$ cat config.mk
export PLATFORM = sky130hd
export DESIGN_NAME = mux_word_sequencer
export DESIGN_NICKNAME = d
export VERILOG_FILES = /design/src/rtl/mux_word_sequencer.sv
export SDC_FILE = /design/constraint.sdc
export NUM_CORES = 1
export LEC_CHECK = 0
export ABC_AREA = 1
export CAP_MARGIN = 5
export CORE_MARGIN = 4
export CORE_UTILIZATION = 50
export CTS_BUF_LIST = sky130_fd_sc_hd__clkbuf_8
export DETAILED_ROUTE_END_ITERATION = 8
export MAX_ROUTING_LAYER = met4
export PLACE_DENSITY_LB_ADDON = 0.25
export REMOVE_ABC_BUFFERS = 1
export SKIP_CTS_REPAIR_TIMING = 1
export SYNTH_ARGS = -nofsm -noshare
export SYNTH_HDL_FRONTEND = slang
export SYNTH_SLANG_ARGS = --single-unit
$ cat constraint.sdc
create_clock -name clk -period 1.5 [get_ports clk]
set_input_delay 0.3 -clock clk [delete_from_list [all_inputs] [get_ports clk]]
set_output_delay 0.3 -clock clk [all_outputs]
set_load 0.03 [all_outputs]
$ cat src/rtl/mux_word_sequencer.sv
// Feeder stage for a WIDTH:1 bit mux: double-buffers parallel words and walks the
// mux select across every bit of the active word with first/last framing and back-pressure.
module mux_word_sequencer #(
  parameter int unsigned WIDTH = 4,
  parameter int unsigned SEL_W = 2,
  parameter int unsigned HOLD  = 1
) (
  input  logic             clk,
  input  logic             rst,
  input  logic [WIDTH-1:0] in_data,
  input  logic             in_valid,
  output logic             in_ready,
  output logic [WIDTH-1:0] d,
  output logic [SEL_W-1:0] select,
  output logic             out_valid,
  output logic             out_first,
  output logic             out_last,
  input  logic             out_ready,
  output logic             busy
);

  localparam int unsigned CNT_W = (HOLD > 1) ? $clog2(HOLD) : 1;

  localparam logic [0:0] ST_IDLE  = 1'b0;
  localparam logic [0:0] ST_SHIFT = 1'b1;

  localparam logic [CNT_W-1:0] HCNT_MAX = CNT_W'(HOLD - 1);
  localparam logic [SEL_W-1:0] SEL_MAX  = SEL_W'(WIDTH - 1);

  logic [0:0]       state_q,     state_d;
  logic [WIDTH-1:0] act_word_q,  act_word_d;
  logic             pend_v_q,    pend_v_d;
  logic [WIDTH-1:0] pend_word_q, pend_word_d;
  logic [SEL_W-1:0] sel_q,       sel_d;
  logic [CNT_W-1:0] hcnt_q,      hcnt_d;

  logic act_v;
  logic accept;
  logic step;
  logic done;

  assign act_v  = (state_q == ST_SHIFT);
  assign accept = in_valid && in_ready;
  assign step   = act_v && out_ready && (hcnt_q == HCNT_MAX);
  assign done   = step && (sel_q == SEL_MAX);

  // Advance the bit walk, retire/refill the active word, route new words.
  always_comb begin
    state_d     = state_q;
    act_word_d  = act_word_q;
    pend_v_d    = pend_v_q;
    pend_word_d = pend_word_q;
    sel_d       = sel_q;
    hcnt_d      = hcnt_q;

    if (act_v && out_ready) begin
      if (hcnt_q == HCNT_MAX) begin
        hcnt_d = '0;
        sel_d  = done ? '0 : sel_q + SEL_W'(1);
      end else begin
        hcnt_d = hcnt_q + CNT_W'(1);
      end
    end

    if (done) begin
      if (pend_v_q) begin
        act_word_d = pend_word_q;
        pend_v_d   = 1'b0;
      end else begin
        state_d = ST_IDLE;
      end
    end

    // A word arriving on the final bit of the active word goes straight to active.
    if (accept) begin
      if ((!act_v || done) && !pend_v_q) begin
        state_d    = ST_SHIFT;
        act_word_d = in_data;
        sel_d      = '0;
        hcnt_d     = '0;
      end else begin
        pend_word_d = in_data;
        pend_v_d    = 1'b1;
      end
    end
  end

  always_ff @(posedge clk) begin
    if (rst) begin
      state_q     <= ST_IDLE;
      act_word_q  <= '0;
      pend_v_q    <= 1'b0;
      pend_word_q <= '0;
      sel_q       <= '0;
      hcnt_q      <= '0;
    end else begin
      state_q     <= state_d;
      act_word_q  <= act_word_d;
      pend_v_q    <= pend_v_d;
      pend_word_q <= pend_word_d;
      sel_q       <= sel_d;
      hcnt_q      <= hcnt_d;
    end
  end

  // Status is forced quiet during reset so nothing leaks out of a discarded word.
  assign in_ready  = !rst && !pend_v_q;
  assign d         = act_word_q;
  assign select    = sel_q;
  assign out_valid = !rst && act_v;
  assign out_first = out_valid && (sel_q == '0);
  assign out_last  = out_valid && (sel_q == SEL_MAX);
  assign busy      = !rst && (act_v || pend_v_q);

endmodule

==> results of run 1 <==
[routing by layer]
metal	global-route usage, %	up-vias	part of all wire, %
li1	-	392	-
met1	22.27	341	42
met2	35.83	20	50
met3	3.448	5	5.4
met4	8.287	0	1.7
met5	-	-	0
[cells in the mapped netlist (2+ instances only)]
| cell type | instances | area (µm²) |
|---|---|---|
| o21ai_0 | 4 | 20.02 |
| buf_6 | 2 | 22.52 |
| ha_1 | 2 | 25.02 |
| nand3b_1 | 4 | 30.03 |
| nand2_1 | 29 | 108.9 |
| nor3_1 | 2 | 10.01 |
| nor2_4 | 2 | 22.52 |
| inv_1 | 15 | 56.30 |
| dfxtp_1 | 13 | 260.3 |
| nand4_1 | 2 | 12.51 |
| nor2_1 | 23 | 86.33 |
| nand3_1 | 4 | 20.02 |
[through the flow]
step | worst slack, ps | setup TNS (ps) | total power, mW | area, µm² | instances
CTS | -132.8 | -643.3 | 0.9673 | 1026 | 152
global placement | -50.70 | -214.7 | 0.6445 | 980.9 | 148
detailed placement | -84.98 | -488.8 | 0.6531 | 980.9 | 148
floorplan | -424.6 | -901.6 | 0.5452 | 742.0 | 108
global route | 15.22 | 0 | 1.014 | 1066 | 152
finish | 65.12 | 0 | 0.9658 | 1066 | 152
[worst register-to-register path: cells and delay by family, from the launching register on]
kind | cells | cell delay [ps]
adder cells (fa/ha/maj) | 1 | 200
flip-flops | 1 | 380
AND/OR/NAND/NOR | 6 | 620
[worst max-delay path by stage]
stage | start | endpoint | slack, ps | depth (start not counted)
finish | select[0] | out_last | 70 | 4
global placement | rst | pend_word_q[3] | -50 | 8
floorplan | register | out_first | -420 | 4
CTS | select[0] | select[0] | -130 | 1
detailed placement | rst | pend_word_q[0] | -80 | 8
global route | register | out_first | 20 | 5
[area by class of cell]
cell class | instances | area (µm²)
Tap cell | 15 | 18.77
Inverter | 17 | 68.82
Fill cell | 102 | 316.6
Clock buffer | 3 | 41.29
Multi-Input combinational cell | 78 | 427.9
Sequential cell | 13 | 267.8
Timing Repair Buffer | 25 | 237.7
Clock inverter | 1 | 3.754
[cell families after synthesis]
| logic type | count (synthesis) | synth area share, % |
|---|---|---|
| buf+inv | 20 | 12.80 |
| compound gates | 6 | 5.349 |
| simple gates | 70 | 44.89 |
| flops | 13 | 33.71 |
| fa+ha+maj | 2 | 3.241 |
[layout by cell type (no fill, tap or decap), types with 2 or more instances in the layout]
master,n
nand2_1,29
nor2_1,22
inv_1,16
buf_4,12
dfxtp_1,9
dlymetal6s2s_1,7
clkdlybuf4s50_1,6
nand3b_1,4
nand3_1,4
o21ai_0,4
clkbuf_8,3
dfxtp_2,3
nor2_4,2
nand4_1,2
nor3_1,2
[power by group]
part           internal [mW]  leakage (nW)  switching [mW]  total [mW]
Sequential             0.372         0.108          0.0240       0.396
Combinational          0.103         0.461           0.151       0.255
Clock                  0.181        0.0269           0.133       0.315
Total                  0.657         0.596           0.309       0.966
[sequential cells by signal, summed over array words and instances (netlist names), named ones only]
| name | count |
|---|---|
| select | 2 |
| hcnt_q | 1 |
| pend_v_q | 1 |
| pend_word_q | 4 |
| d | 4 |
==> results.json, run 1 <==
{
  "max_stage_delay_ps": 380,
  "drt_pass1_iterations": 4,
  "clock_latency_ps": 250,
  "fmax_mhz": 696.9,
  "end_kind": "output port",
  "fin_util_pct": 77.10,
  "max_slew.worst_pin.slew_ps": 330.8,
  "wl_per_cell_um": 12.44,
  "hp-class": "primary input to register",
  "outcome": "finished clean",
  "yosys_most_used_dff": "dfxtp_1",
  "r2r_cells": 7,
  "synth_cell_type_count": 21,
  "die_area_mm2": 0.002237,
  "cts-buffers-inserted": 3,
  "r2r_end": "d[3]",
  "final.min_clock_period_ps": 1435,
  "seq_area_frac_synth_pct": 33.71,
  "ir_worst_vdd_uv": 548.7,
  "r2r_slack_ps": 220,
  "avgSynthCellArea_um2": 6.955,
  "die_y_um": 47.30,
  "grt_max_degree": 11,
  "final-hold-violation-count": 0,
  "ys_ff_latch": 13,
  "hp-start": "rst",
  "hpwl_mm": 1.403,
  "setup_viol": 0,
  "timing.hold.ws_ps": 434.8,
  "start_util_pct": 55.84,
  "drc": 0,
  "cp_slowest_cell": "dfxtp_2",
  "antenna_left": 0,
  "nets": 148,
  "p_per_area_mw_per_mm2": 906.0,
  "path_clk_slew_ps": 60,
  "fp.dieW_um": 47.30,
  "hold_depth": 3,
  "relSlewSlack_pct": 77.91,
  "cts_root_buffer": "clkbuf_8",
  "synth_cells": 111,
  "clock_skew_ps": 0.7641,
  "critPathTopFamily": "flip-flops",
  "coreArea_mm2": 0.001383,
  "numClockSinks": 13,
  "io-pin-count": 19,
  "via_per_inst": 4.987,
  "synthToLayoutAreaGrowth_pct": 38.09,
  "n_antenna_cell": 0,
  "grt_pass1_vias": 710,
  "critPathRequiredTime_ps": 1200,
  "clock_path_buffers": 2,
  "p_leak_nw": 0.5965,
  "async_flop_share_pct": 0,
  "antenna_found_initial": 0,
  "gp_congestion": 0.8572,
  "drv_slew": 0,
  "yosysWarnings": 0,
  "track_usage_pct": 20.38,
  "r2r-start": "select[0]",
  "rsz0062_at_grt": "false",
  "portBuffers": 18,
  "finalWirelength_mm": 1.891,
  "path_cells": "ha_4 -> inv_1 -> nor2_1 -> buf_4",
  "cts_tree": "done",
  "vias": 758,
  "crit_arrival_ps": 1130,
  "crit_type": "register to output port",
  "maxCapViolCount": 0,
  "fin_crit_sh_pct": 95.66,
  "critPathMaxFanout": 5,
  "min_to": "select[0]",
  "crit_buf_inv": 2,
  "drive_gt1_share_pct": 21.17,
  "critPathLaunchType": "register",
  "netlist_area_um2": 772.0,
  "drtIter0Drc": 18,
  "rows": 13,
  "grt_overflow": 0,
  "cts.htree.levels": 1,
  "synth_edf_count": 0,
  "grt_pass1_wl_mm": 3.056
}
Power figures use the tool's default switching activity.
==> inputs of run 2 (changes only) <==
--- a/config.mk
+++ b/config.mk
@@ -10,9 +10,10 @@
 export CORE_MARGIN = 4
 export CORE_UTILIZATION = 50
 export CTS_BUF_LIST = sky130_fd_sc_hd__clkbuf_8
+export CTS_CLUSTER_DIAMETER = 60
 export DETAILED_ROUTE_END_ITERATION = 8
 export MAX_ROUTING_LAYER = met4
-export PLACE_DENSITY_LB_ADDON = 0.25
+export PLACE_DENSITY = 0.81
 export REMOVE_ABC_BUFFERS = 1
 export SKIP_CTS_REPAIR_TIMING = 1
 export SYNTH_ARGS = -nofsm -noshare
==> run 2 against run 1 <==
Against the previous run:
- worst setup slack got worse by 21 ps
- sequential power about the same
- critical path type unchanged
- non-clock buffer count decreased by 1
- critical path depth unchanged
==> results.json, run 2 (synthesized netlist as in run 1, its figures left out) <==
{
  "outcome": "finished clean",
  "drv_slew": 0,
  "critPathLaunchType": "register",
  "grt_pass1_vias": 648,
  "cts_root_buffer": "clkbuf_8",
  "maxCapViolCount": 0,
  "setup_viol": 0,
  "fp.dieW_um": 47.30,
  "cts_tree": "done",
  "fmax_mhz": 686.7,
  "die_area_mm2": 0.002237,
  "drtIter0Drc": 29,
  "ir_worst_vdd_uv": 708.3,
  "rows": 13,
  "finalWirelength_mm": 1.805,
  "fin_cells": 151,
  "vias": 732,
  "placedCellCount": 147,
  "wl_per_cell_um": 11.95,
  "cts.htree.levels": 1,
  "grt_pass1_wl_mm": 2.863,
  "preCtsSetupSlack_ps": -56.52,
  "placed_area_um2": 973.4,
  "end_kind": "output port",
  "nFillCells": 115,
  "synthToLayoutAreaGrowth_pct": 35.33,
  "track_usage_pct": 19.20,
  "clock_latency_ps": 240,
  "numClockSinks": 13,
  "clock_skew_ps": 2.693,
  "crit_arrival_ps": 1160,
  "via_per_inst": 4.848,
  "grt_max_degree": 11,
  "r2r_slack_ps": 200,
  "design_area_mm2": 0.001045,
  "io-pin-count": 19,
  "cts-buffers-inserted": 3,
  "path_clk_slew_ps": 50,
  "relSlewSlack_pct": 77.88,
  "p_leak_nw": 0.5908,
  "final_cell_mix": "nand2_1, nor2_1, inv_1",
  "fin_setup_tns_ps": 0,
  "crit_buf_inv": 2,
  "critPathTopFamily": "flip-flops",
  "crit_type": "register to output port",
  "coreArea_mm2": 0.001383,
  "hpwl_mm": 1.294,
  "hp-class": "primary input to register",
  "path_cells": "ha_2 -> inv_1 -> nor2_1 -> buf_4",
  "portBuffers": 18,
  "critPathMaxFanout": 4,
  "drc": 0,
  "start_util_pct": 55.84,
  "antenna_found_initial": 0,
  "drt_pass1_iterations": 4,
  "drive_gt1_share_pct": 19.85,
  "max_stage_delay_ps": 360,
  "max_slew.worst_pin.slew_ps": 331.3,
  "antenna_left": 0,
  "final.min_clock_period_ps": 1456,
  "rsz0062_at_grt": "true",
  "grt_overflow": 0,
  "clock_path_buffers": 2,
  "nets": 147,
  "gp_congestion": 0.8374,
  "p_per_area_mw_per_mm2": 903.6,
  "layout_setup_ws_ps": 43.75,
  "final-hold-violation-count": 0,
  "n_antenna_cell": 0,
  "final_common_cell": "nand2_1",
  "cp_slowest_cell": "dfxtp_1",
  "critPathRequiredTime_ps": 1200,
  "fin_crit_sh_pct": 97.08,
  "die_y_um": 47.30
}
## run 2: tightest hold or removal path, stage by stage
cell            delay (ps)
dlymetal6s2s_1         190
nor2_4                  60
nand2_4                 90
nand2_1                 60
## run 2: layout make-up
cell class                      instances  area (µm²)  area share (%)
Multi-Input combinational cell         78       417.9           40.00
Sequential cell                        13       264.0           25.27
Timing Repair Buffer                   24       230.2           22.04
Inverter                               17       68.82           6.587
Clock buffer                            3       41.29           3.952
Tap cell                               15       18.77           1.796
Clock inverter                          1       3.754          0.3593
## run 2: power by group
| group | internal, mW | leakage (nW) | total, mW | switching (mW) |
|---|---|---|---|---|
| sequential | 0.372 | 0.107 | 0.397 | 0.0245 |
| clock | 0.180 | 0.0269 | 0.300 | 0.119 |
| combinational | 0.101 | 0.457 | 0.248 | 0.147 |
## run 2: per-stage QoR
| step | hold slack [ps] | power (mW) | util [%] |
|---|---|---|---|
| final | 494.8 | 0.9441 | 75.57 |
| after global routing | 499.9 | 1.006 | 75.57 |
| after CTS | 520.4 | 0.9516 | 73.67 |
| after detailed placement | 510.5 | 0.6479 | 70.41 |
| after global placement | 502.3 | 0.6445 | 70.41 |
| after floorplan | 378.5 | 0.5452 | - |
## run 2: final timing paths
path	cells after the start	startpoint	to
setup / recovery	4	select[1]	out_last
hold / removal	4	rst	register
setup reg to reg	7	select[1]	d[3]
hold reg to reg	4	pend_word_q[1]	pend_word_q[1]
## run 2: metal layers
metal / share of wire (%) / track usage, %
met3: 5.6 / 6.897
met4: 0 / 3.315
met1: 44 / 23.96
met5: 0 / -
met2: 51 / 29.95
